<file path="config.mk">
export PLATFORM = sky130hd
export DESIGN_NAME = ammo_manager
export DESIGN_NICKNAME = d
export VERILOG_FILES = /design/src/rtl/ahs_pkg.sv /design/src/rtl/ammo_counter.sv /design/src/rtl/ammo_manager.sv
export SDC_FILE = /design/constraint.sdc
export NUM_CORES = 1
export LEC_CHECK = 0
export BUFFER_PORTS_ARGS = -buffer_cell sky130_fd_sc_hd__buf_2
export CORE_MARGIN = 2
export CORE_UTILIZATION = 44
export CTS_CLUSTER_SIZE = 24
export DETAILED_ROUTE_END_ITERATION = 12
export PLACE_DENSITY = 0.66
export SYNTH_ARGS = -nofsm -noshare
export SYNTH_HDL_FRONTEND = slang
export SYNTH_SLANG_ARGS = --single-unit
</file>
<file path="constraint.sdc">
create_clock -name clock -period 2.01 [get_ports clock]
set_input_delay 0.1005 -clock clock [delete_from_list [all_inputs] [get_ports clock]]
set_output_delay 0.1005 -clock clock [all_outputs]
set_load 0.01 [all_outputs]
</file>
<file path="src/rtl/ahs_pkg.sv">
// ahs_pkg: shared widths, defaults and FSM state type for the ammunition manager.
package ahs_pkg;
  localparam int AMMO_W = 5;
  localparam int DEF_MAX_AMMO = 29;
  localparam int AUTO_FIRE_HOLD = 4;
  typedef enum logic [1:0] {IDLE, ARM, LAUNCH, COOLDOWN} state_t;
endpackage

</file>
<file path="src/rtl/ammo_counter.sv">
// ammo_counter: saturating magazine register; reload adds a step clamped to MAX_AMMO, fire removes one round.
module ammo_counter
  import ahs_pkg::*;
#(
  parameter int MAX_AMMO = DEF_MAX_AMMO,
  parameter int INIT_AMMO = 20,
  parameter int RELOAD_STEP = 5
) (
  input  logic              clock,
  input  logic              reset_n,
  input  logic              dec,
  input  logic              inc_step,
  output logic [AMMO_W-1:0] count,
  output logic              is_empty
);
  localparam int SW = AMMO_W + 1;
  logic [SW-1:0] sum;
  assign sum = {1'b0, count} + SW'(RELOAD_STEP);
  assign is_empty = count == '0;
  always_ff @(posedge clock or negedge reset_n)
    if (!reset_n) count <= AMMO_W'(INIT_AMMO);
    else count <= inc_step ? (sum > SW'(MAX_AMMO) ? AMMO_W'(MAX_AMMO) : sum[AMMO_W-1:0])
                : (dec && !is_empty) ? count - AMMO_W'(1) : count;
endmodule

</file>
<file path="src/rtl/ammo_manager.sv">
// ammo_manager: three-launcher magazine owner with arm/launch/cooldown fire sequencing.
// Optional AHS_AUTO_FIRE_EN: self-fire after a valid radar sector is held stable in IDLE.
module ammo_manager
  import ahs_pkg::*;
#(
  parameter int MAX_AMMO = DEF_MAX_AMMO,
  parameter int INIT_AMMO = 20,
  parameter int RELOAD_STEP = 5,
  parameter int COOLDOWN_CYCLES = 8
) (
  input  logic              clock,
  input  logic              reset_n,
  input  logic              radar_1,
  input  logic              radar_2,
  input  logic              radar_3,
  input  logic              fire_req,
  input  logic              reload_req,
  output logic [AMMO_W-1:0] ammunition_1,
  output logic [AMMO_W-1:0] ammunition_2,
  output logic [AMMO_W-1:0] ammunition_3,
  output logic              launch_1,
  output logic              launch_2,
  output logic              launch_3,
  output logic              busy,
  output logic              empty_fault
);
  localparam int CW = $clog2(COOLDOWN_CYCLES + 1);
  state_t state, state_d;
  logic [2:0] radar, sel, sel_q, empty, dec, launch;
  logic [AMMO_W-1:0] ammo [3];
  logic [CW-1:0] cd;
  logic sel_ok, sel_full, auto_fire, fire, go, reload, fault_d;
  assign radar = {radar_3, radar_2, radar_1};
  assign sel_ok = $onehot(radar);
  assign sel = sel_ok ? radar : 3'b000;
  assign sel_full = |(sel & ~empty);
  assign fire = state == IDLE && sel_ok && (fire_req || auto_fire);
  assign go = fire && sel_full;
  assign fault_d = state == IDLE && fire_req && sel_ok && !sel_full;
  assign reload = state == IDLE && reload_req && !fire;
  assign dec = state == LAUNCH ? sel_q : 3'b000;
  assign {launch_3, launch_2, launch_1} = launch;
  assign ammunition_1 = ammo[0];
  assign ammunition_2 = ammo[1];
  assign ammunition_3 = ammo[2];
  for (genvar i = 0; i < 3; i++) begin : g_mag
    ammo_counter #(.MAX_AMMO(MAX_AMMO), .INIT_AMMO(INIT_AMMO), .RELOAD_STEP(RELOAD_STEP)) u_ctr (
      .clock(clock), .reset_n(reset_n), .dec(dec[i]), .inc_step(reload),
      .count(ammo[i]), .is_empty(empty[i])
    );
  end
`ifdef AHS_AUTO_FIRE_EN
  localparam int HW = $clog2(AUTO_FIRE_HOLD);
  logic [2:0] prev_sel;
  logic [HW-1:0] hold;
  logic same;
  assign same = sel_ok && sel == prev_sel;
  // hold counts consecutive IDLE cycles the current sector has been seen
  assign auto_fire = state == IDLE && same && hold == HW'(AUTO_FIRE_HOLD - 1) && sel_full;
  always_ff @(posedge clock or negedge reset_n)
    if (!reset_n) begin
      prev_sel <= 3'b000;
      hold <= '0;
    end else if (state_d != IDLE) begin
      prev_sel <= 3'b000;
      hold <= '0;
    end else begin
      prev_sel <= sel;
      hold <= !sel_ok ? '0 : !same ? HW'(1) : hold == HW'(AUTO_FIRE_HOLD - 1) ? hold : hold + HW'(1);
    end
`else
  assign auto_fire = 1'b0;
`endif
  // ARM aborts when the radar no longer shows exactly the latched sector
  always_comb
    state_d = state == IDLE ? (go ? ARM : IDLE)
            : state == ARM ? (sel == sel_q ? LAUNCH : IDLE)
            : state == LAUNCH ? COOLDOWN
            : (cd == '0 ? IDLE : COOLDOWN);
  always_ff @(posedge clock or negedge reset_n)
    if (!reset_n) begin
      state <= IDLE;
      sel_q <= 3'b000;
      cd <= '0;
      launch <= 3'b000;
      busy <= 1'b0;
      empty_fault <= 1'b0;
    end else begin
      state <= state_d;
      sel_q <= go ? sel : sel_q;
      cd <= state == LAUNCH ? CW'(COOLDOWN_CYCLES - 1) : (state == COOLDOWN && cd != '0) ? cd - CW'(1) : cd;
      launch <= (state == ARM && state_d == LAUNCH) ? sel_q : 3'b000;
      busy <= state_d != IDLE;
      empty_fault <= fault_d;
    end
endmodule

</file>
# Yosys cells after proc, flatten, opt, wreduce, memory -nomap -nowiden
# Index checks and enable logic that the tools add are counted.
dict set report totals {
  regBits 29
  input_bits 7
  out_inout_bits 20
  word_cells 79
}
dict set report op_classes {
  add_sub_neg 9
  n_lt_le_gt_ge 3
  n_eq_ne 6
  muxes 20
  bitwise 2
  n_reduce_logical 30
}
# op count
set ops {}
lappend ops {{two-way mux 5 bit} 9}
lappend ops {{adder 5 x 3 -> 6 bit (second input constant)} 3}
lappend ops {{> comparator 6 x 5 -> 1 bit (second input constant)} 3}
lappend ops {{zero test 5 bit} 3}
lappend ops {{subtractor 5 x 1 -> 5 bit (second input constant)} 3}
lappend ops {{logical AND 1 bit} 13}
lappend ops {{two-way mux 2 bit} 5}
lappend ops {{nonzero test 2 bit} 5}
lappend ops {{two-way mux 3 bit} 3}
lappend ops {{two-way mux 4 bit} 2}
lappend ops {{== test 2 bit (second input constant)} 3}
lappend ops {{zero test 1 bit} 5}
lappend ops {{== test 2 x 1 -> 1 bit (second input constant)} 2}
lappend ops {{zero test 4 bit} 1}
lappend ops {{nonzero test 4 bit} 1}
lappend ops {{subtractor 4 x 1 -> 4 bit (second input constant)} 1}
lappend ops {{AND 3 bit} 1}
lappend ops {{== test 3 bit} 1}
lappend ops {{NOT 3 bit} 1}
lappend ops {{OR reduction 3 bit} 1}
lappend ops {{adder 1 x 1 -> 2 bit} 1}
lappend ops {{adder 2 x 1 -> 2 bit} 1}
lappend ops {{zero test 2 bit} 1}
lappend ops {{two-way mux 1 bit} 1}

# Depth between registers and ports, before layout
# Gate-level depths: netlist (run 1).
dict set report depth {
  depth_word 12
  mapped_depth 9
  ltp_nobuf 7
}

# Hierarchy
# Synthesis (run 1) repeated with hierarchy kept, for this count alone.
dict set report hier_totals {
  hier_cells 229
  hier_area_um2 2117.0
}
# module instances cells_per_inst area_per_inst_um2 seq_area_each_um2
set by_module_without_submodules {}
lappend by_module_without_submodules {ammo_counter 3 51 459.2 127.6}
lappend by_module_without_submodules {ammo_manager 1 76 739.5 350.3}

# Worst setup path after synthesis (run 1)
# No wires, ideal clock.
dict set report synth_timing {
  path_kind {register to register}
  startpoint {reg g_mag[0].u_ctr.count[0]}
  endpoint {reg sel_q[1]}
  setup_time_ps 125
  arrival_ps 1908
  required_time_ps 1885
  slack_ps -23
  path_stages_with_launch 8
  path_buffers 0
  synth_period_minus_slack_ps 2033
  cell_sequence {dfrtp_1 inv_1 ha_1 or4b_1 a22oi_1 nand2_1 nand2_2 mux2_2}
}
dict set report synth_between {
  elab_chain_cells 5
}
# element line
set synth_rtl {}
lappend synth_rtl {{from (decl)} ammo_counter.sv:13} ;# output logic [AMMO_W-1:0] count,
lappend synth_rtl {{from (signal assigned)} ammo_counter.sv:21} ;# if (!reset_n) count <= AMMO_W'(INIT_AMMO);
lappend synth_rtl {{from (signal assigned)} ammo_counter.sv:22} ;# else count <= inc_step ? (sum > SW'(MAX_AMMO) ? AMMO_W'(MAX_AMMO) : sum[AMMO_W-1:0])
lappend synth_rtl {{zero test 5 bit} ammo_counter.sv:19} ;# assign is_empty = count == '0;
lappend synth_rtl {{NOT 3 bit} ammo_manager.sv:36} ;# assign sel_full = |(sel & ~empty);
lappend synth_rtl {{AND 3 bit} ammo_manager.sv:36}
lappend synth_rtl {{OR reduction 3 bit} ammo_manager.sv:36}
lappend synth_rtl {{logical AND 1 bit} ammo_manager.sv:38} ;# assign go = fire && sel_full;
lappend synth_rtl {{to (signal assigned)} ammo_manager.sv:90} ;# sel_q <= go ? sel : sel_q;
lappend synth_rtl {{to (decl)} ammo_manager.sv:29} ;# logic [2:0] radar, sel, sel_q, empty, dec, launch;
# No other way between the ends.
# A chain may end at the register's enable or synchronous reset.

# Worst setup path in the final report (run 1)
dict set report layout_timing {
  startpoint {reg g_mag[0].u_ctr.count[1]}
  endpoint {reg sel_q[1]}
}
# The elaborated chain is that of the path after synthesis.

==> metrics.cfg, run 1 <==
[run_status]
status=finished, final reports clean

[worst_setup_path]
critical-path-slowest-cell=or4b_4
r2r_slack_ps=70
path_buf_inv=1
path_cells=inv_2 > ha_2 > or4b_4 > a22oi_2 > nand2_1 > nand2_2 > mux2_2
crit_family=simple AND/OR/NAND/NOR gates
end_kind=flip-flop
cp_data_arrival_time_ps=2110
cp.required_ps=2180
worst-path-max-fanout=4
cp-start-kind=flip-flop
crit_type=reg -> reg
cpPeakStageDelay_ps=490

[routing]
vias_per_cell=5.50
wirelength_um=4430
dr.pass1.iters=4
wl_per_cell_um=13.4
drt-initial-drc-count=122
dr_total_vias=1816
detail-route-antenna-nets=0
drc=0

[sta]
fin_skew_ps=3.13
setup_viol=0
fin_crit_sh_pct=96.7
tightest_slew_ps=644
slew_viol_final=0
rsz0062_at_grt=yes
fin_ws_ps=65.7
worst_hold_slack_ps=190
hold_violations=0
tns_ps=0
max_slew_margin_pct=57.1
fmax_mhz=514
period_needed_ps=1940

[placed_design]
dp_hpwl_um=3330
pre_cts_slack_ps=-38.7
gp_congestion=0.812
io_buffers=26

[yosys]
muxShareOfSynthArea_pct=3.17
yosysSeqAreaShare_pct=36.4
synth_top_family_by_area=simple AND/OR/NAND/NOR gates
synth-async-reset-ratio_pct=100
synth_area_um2=2010
synth_seq_cells=29
netlist_instances=224
synth_edf_count=0
synth_xor_area_share_pct=2.61
syn_area_per_cell_um2=8.98
synthFlopType=dfrtp_1
yosys.area_share.adder_pct=7.21
yosys_warnings=0
syn_nets=242
synth_compound_area_share_pct=19.7
ys_types=62
synth-simple-area-share_pct=23.9

[run]
max_cap_violations=0

[clocking]
cts_tree=done
numCtsBuffers=5
clk_pin_slew_ps=60
htreeDepth=2
insertion_delay_ps=280
root_buffer=clkbuf_8
cts_sinks=29
post_cts_buffers=0
cts_max_path_buffers=2

[layout]
fill_cells=411
area_delta_synth_final_pct=23.8
seq_area_um2=733
multiInputGateArea_um2=1180
diodes=0
layout-drive-gt1-share_pct=33.5
nets=295

[hold_path]
hp-class=in -> reg

[global_routing]
grt_max_degree=30
grt_use_total_pct=19.1
grt_pass1_wl_um=7750
grt_overflow=0
grt_antenna_before_repair=0
first_global_vias=1736

[pwr]
power_density_nw_per_um2=1470
p_comb_share_pct=58.2
finalPower_mw=3.67
p_int_mw=2.11
p_sw_mw=1.56
clkPwrFrac_pct=12.7
seq_power_share_pct=29.0
switching_share_pct=42.5
ir_drop_mv=0.635
leakagePower_nw=1.18

[die]
dieArea_um2=5130
io_pins=27
rows=24
chipHeight_um=71.6
start_util_pct=45.9
core_area_um2=4380
die-width_um=71.6

-- tightest hold or removal path, stage by stage --
cell and delay, ps:
buf_2 90, buf_4 120, mux2_2 140
-- repair_timing --
item                       CTS  global route
hold endpoints to repair    23             0
setup endpoints to repair    2            10
pin swaps                    0             3
gates resized for setup      2            11
cloned                       0             0
hold buffers                 1             0
-- final timing paths --
path | from | endpoint | depth (start not counted)
max reg2reg | g_mag[0].u_ctr.count[1] | sel_q[1] | 7
max | g_mag[0].u_ctr.count[1] | sel_q[1] | 7
min | radar_3 | sel_q[2] | 3
min reg2reg | cd[0] | cd[0] | 1
max in group asynchronous | reset_n | g_mag[2].u_ctr.count[0] | 2
min in group asynchronous | reset_n | cd[2] | 2
-- cells by family (layout without fill, tap and decap cells) --
logic type	count (synthesis)	after routing
DFF	29	29
and+or+nand+nor	86	86
adders and majority gates	11	11
muxes	6	6
xor gates and xnor gates	6	6
AOI/OAI and AO/OA	59	59
buffers and inverters	27	81
-- synthesized netlist by cell type (3+ instances only) --
| master | number | area [um2] |
|---|---|---|
| nand3_1 | 6 | 30.0 |
| mux2i_1 | 3 | 30.0 |
| dfrtp_1 | 23 | 576 |
| nand4_1 | 3 | 18.8 |
| nor2_1 | 16 | 60.1 |
| a21oi_1 | 13 | 65.1 |
| nand3b_1 | 5 | 37.5 |
| and3_1 | 4 | 25.0 |
| nand2b_1 | 3 | 18.8 |
| mux2_2 | 3 | 33.8 |
| o21ai_0 | 9 | 45.0 |
| a31oi_1 | 3 | 18.8 |
| inv_1 | 18 | 67.6 |
| buf_6 | 3 | 33.8 |
| xor2_1 | 4 | 35.0 |
| ha_1 | 10 | 125 |
| nand2_1 | 20 | 75.1 |
| o22ai_1 | 4 | 25.0 |
| nor3_1 | 7 | 35.0 |
| o31ai_1 | 3 | 22.5 |
| dfstp_2 | 6 | 158 |
| nor2b_1 | 4 | 25.0 |
-- flip-flops by register name, indices dropped and copies added (netlist names) --
| register | flops |
|---|---|
| launch | 3 |
| empty_fault | 1 |
| sel_q | 3 |
| busy | 1 |
| state | 2 |
| cd | 4 |
| g_mag.u_ctr.count | 15 |
-- power groups by stage --
stage | Combinational (mW) | Clock (mW) | Sequential (mW)
after detailed placement | 2.05 | 0 | 1.06
after global routing | 2.42 | 0.508 | 1.11
after global placement | 2.02 | 0 | 1.06
after CTS | 2.07 | 0.482 | 1.06
after floorplan | 1.29 | 0 | 1.17
final | 2.14 | 0.468 | 1.06
-- routing by layer --
metal	track usage, %	up-vias	wire length (um)	share of wire, %
li1	-	912	-	-
met1	26.3	856	2150	49
met2	29.5	43	2050	46
met3	4.64	5	186	4.2
met4	6.29	0	41	0.92
met5	0	-	0	0
-- final cells by class --
class,instances,area share [%]
Sequential cell,29,29.4
Timing Repair Buffer,55,14.6
Inverter,18,2.71
Clock inverter,2,0.402
Clock buffer,6,2.91
Tap cell,52,2.61
Multi-Input combinational cell,168,47.3
-- per-stage QoR --
| step | cell area [um2] | util, % | std cells |
|---|---|---|---|
| 6_report | 2490 | 56.8 | 330 |
| 5_1_grt | 2490 | 56.8 | 330 |
| 2_1_floorplan | 2010 | - | 224 |
| 3_5_place_dp | 2360 | 53.8 | 321 |
| 3_3_place_gp | 2360 | 53.8 | 321 |
| 4_1_cts | 2460 | 56.1 | 330 |
-- layout by cell type, fill, tap and decap left out, drive strengths merged, types with 3 or more instances in the layout --
cell and n:
dfstp 6, or2 3, o21ai 10, o31ai 3, mux2 3, a21oi 13, ha 10, nor2b 4
nand4 3, mux2i 3, a31oi 3, or4b 3, nor3 7, nor2 17, and3 6, dfrtp 23
nand2 21, buf 54, nand3 6, nand2b 3, o22ai 4, clkbuf 6, xor2 4, nand3b 5
inv 18
(Power assumes the default switching activity.)
==> run 2: changes to the inputs <==
PLACE_DENSITY = default   (was 0.66)
PLACE_DENSITY_LB_ADDON = 0.12   (was default)
clock period = 1.6 ns   (was 2.01 ns; I/O delays follow)
==> run 2 against run 1 <==
The run now ends with setup timing left. Critical path depth unchanged. Routed wire length grew 15%. Maximum frequency up 1.4%. Sequential share of layout area decreased by 4.3 points. Combinational power rose by 74%. Flip-flop and latch count is the same. Clock power up 27%. Clock-buffer cell count unchanged. Core utilization up 10 points. Via count up 5.7%.
==> metrics.cfg, run 2 (synthesized netlist as in run 1, its figures left out) <==
[run_status]
status=complete, but fails checks
violations=setup timing

[die]
core_area_um2=4380  ; unchanged
die-width_um=71.6  ; unchanged
io_pins=27  ; unchanged
start_util_pct=45.9  ; unchanged
dieArea_um2=5130  ; unchanged
chipHeight_um=71.6  ; unchanged
rows=24  ; unchanged

[layout]
top_regs=g_mag.u_ctr.count (15), cd (4)
layout-drive-gt1-share_pct=54.0  ; +21 points
stdcell_count=363  ; +10%
layout_common_cells=buf_4, buf_2, dfrtp_1, nand2_1, nor2_1
diodes=0  ; unchanged
largest_reg_flops=15  ; unchanged
nets=328  ; +11%
layout_commonest_cell=buf_4
area_delta_synth_final_pct=46.3
top_register=g_mag.u_ctr.count

[worst_setup_path]
cp-start-kind=flip-flop
cp_data_arrival_time_ps=2090  ; -20 ps
cpPeakStageDelay_ps=470  ; -20 ps
path_buf_inv=1  ; unchanged
crit_family=simple AND/OR/NAND/NOR gates
crit_type=reg -> reg
end_kind=flip-flop
path_cells=inv_2 > ha_4 > or4b_4 > and3_4 > or2_4 > xnor2_2 > o41ai_2
worst-path-max-fanout=4  ; unchanged
cp.required_ps=1770  ; -410 ps
critical-path-slowest-cell=or4b_4

[clocking]
htreeDepth=2  ; unchanged
numCtsBuffers=5  ; unchanged
root_buffer=clkbuf_8
insertion_delay_ps=290  ; about the same
cts_sinks=29  ; unchanged
cts_tree=done
clk_pin_slew_ps=70  ; about the same
cts_max_path_buffers=2  ; unchanged

[routing]
dr_total_vias=1920  ; +5.7%
vias_per_cell=5.29  ; -3.9%
drc=0  ; unchanged
detail-route-antenna-nets=0  ; unchanged
drt-initial-drc-count=114  ; -6.6%
dr.pass1.iters=4  ; unchanged
wl_per_cell_um=14.1  ; +5.0%
wirelength_um=5120  ; +15%

[sta]
max_slew_margin_pct=54.6  ; -2.5 points
tns_ps=-3700  ; -3700 ps
tightest_slew_ps=680  ; +36.8 ps
rsz0062_at_grt=yes
slew_viol_final=0  ; unchanged
fin_skew_ps=9.62  ; +6.49 ps
hold_violations=0  ; unchanged
period_needed_ps=1920  ; -27.1 ps
fin_ws_ps=-317  ; -383 ps
fmax_mhz=522  ; +1.4%
fin_crit_sh_pct=120  ; +23 points
setup_viol=20  ; +20

[global_routing]
grt_use_total_pct=21.0  ; +2.0 points
grt_max_degree=30  ; unchanged
grt_overflow=0  ; unchanged
first_global_vias=1875  ; +8.0%
grt_antenna_before_repair=0  ; unchanged
grt_pass1_wl_um=8520  ; +10%

[hold_path]
hp-class=in -> reg

[pwr]
finalPower_mw=5.63  ; +54%
ir_drop_mv=1.20  ; +88%
power_density_nw_per_um2=1910  ; +30%
leakagePower_nw=1.40  ; +18%

[run]
max_cap_violations=0  ; unchanged

[placed_design]
dp_hpwl_um=3540  ; +6.2%
dp.cells=346  ; +7.8%
gp_congestion=0.810  ; -0.22%
io_buffers=26  ; unchanged

==> run 2: cell types whose count changed in the layout (fill, tap and decap cells not counted), sizes merged <==
cell  change
buf      +33
==> run 2: where the power goes <==
group          internal [mW]  total [mW]  switching, mW
combinational           1.90        3.72           1.82
sequential              1.09        1.32          0.232
clock                  0.301       0.595          0.294
total                   3.29        5.63           2.34
==> run 2: timing repair <==
item | 4_1_cts | 5_1_grt
hold buffers | 1 | 0
pin swaps | 11 | 11
setup endpoints to repair | 21 | 25
resized for setup | 17 | 29
hold endpoints to repair | 23 | 0
setup buffers | 4 | 5
==> run 2: stage by stage <==
stage                     util [%]  hold slack (ps)  setup slack, ps  cell area, um2
after global routing          67.2              174             -418            2940
after floorplan                  -             -216             -309            2110
after CTS                     64.3              167             -310            2820
final                         67.2              172             -317            2940
after global placement        60.0              160             -326            2630
after detailed placement      60.0              160             -358            2630
==> run 2: worst register-to-register path, delay by kind of cell (launching register included) <==
family	cells	cell delay, ps
buffers and inverters	1	80
flip-flops	1	410
AND/OR/NAND/NOR	3	930
XOR/XNOR	1	150
AO/OA/AOI/OAI	1	90
adder cells (fa/ha/maj)	1	130
==> run 2: layer usage <==
layer / global-route usage [%] / wire, um
met1: 29.0 / 2450
met2: 33.0 / 2410
met3: 4.92 / 203
met4: 6.08 / 53
met5: 0 / 0
==> run 2: final cells by class <==
cell class	instances	area, um2
multi-input cells	168	1370
clock buffers	6	72.6
repair buffers	88	621
well taps	52	65.1
inverters	18	67.6
flip-flops and latches	29	739
clock inverters	2	10.0
fillers	360	1440
==> run 2: final timing paths <==
check | start | to | slack (ps) | cells after the start
hold / removal | radar_2 | sel_q[1] | 170 | 3
min in group asynchronous | reset_n | cd[3] | 370 | 2
hold reg to reg | cd[2] | cd[2] | 570 | 1
max in group asynchronous | reset_n | g_mag[0].u_ctr.count[0] | 750 | 2
setup reg to reg | g_mag[2].u_ctr.count[0] | g_mag[2].u_ctr.count[0] | -320 | 7
setup / recovery | g_mag[2].u_ctr.count[0] | g_mag[2].u_ctr.count[0] | -320 | 7
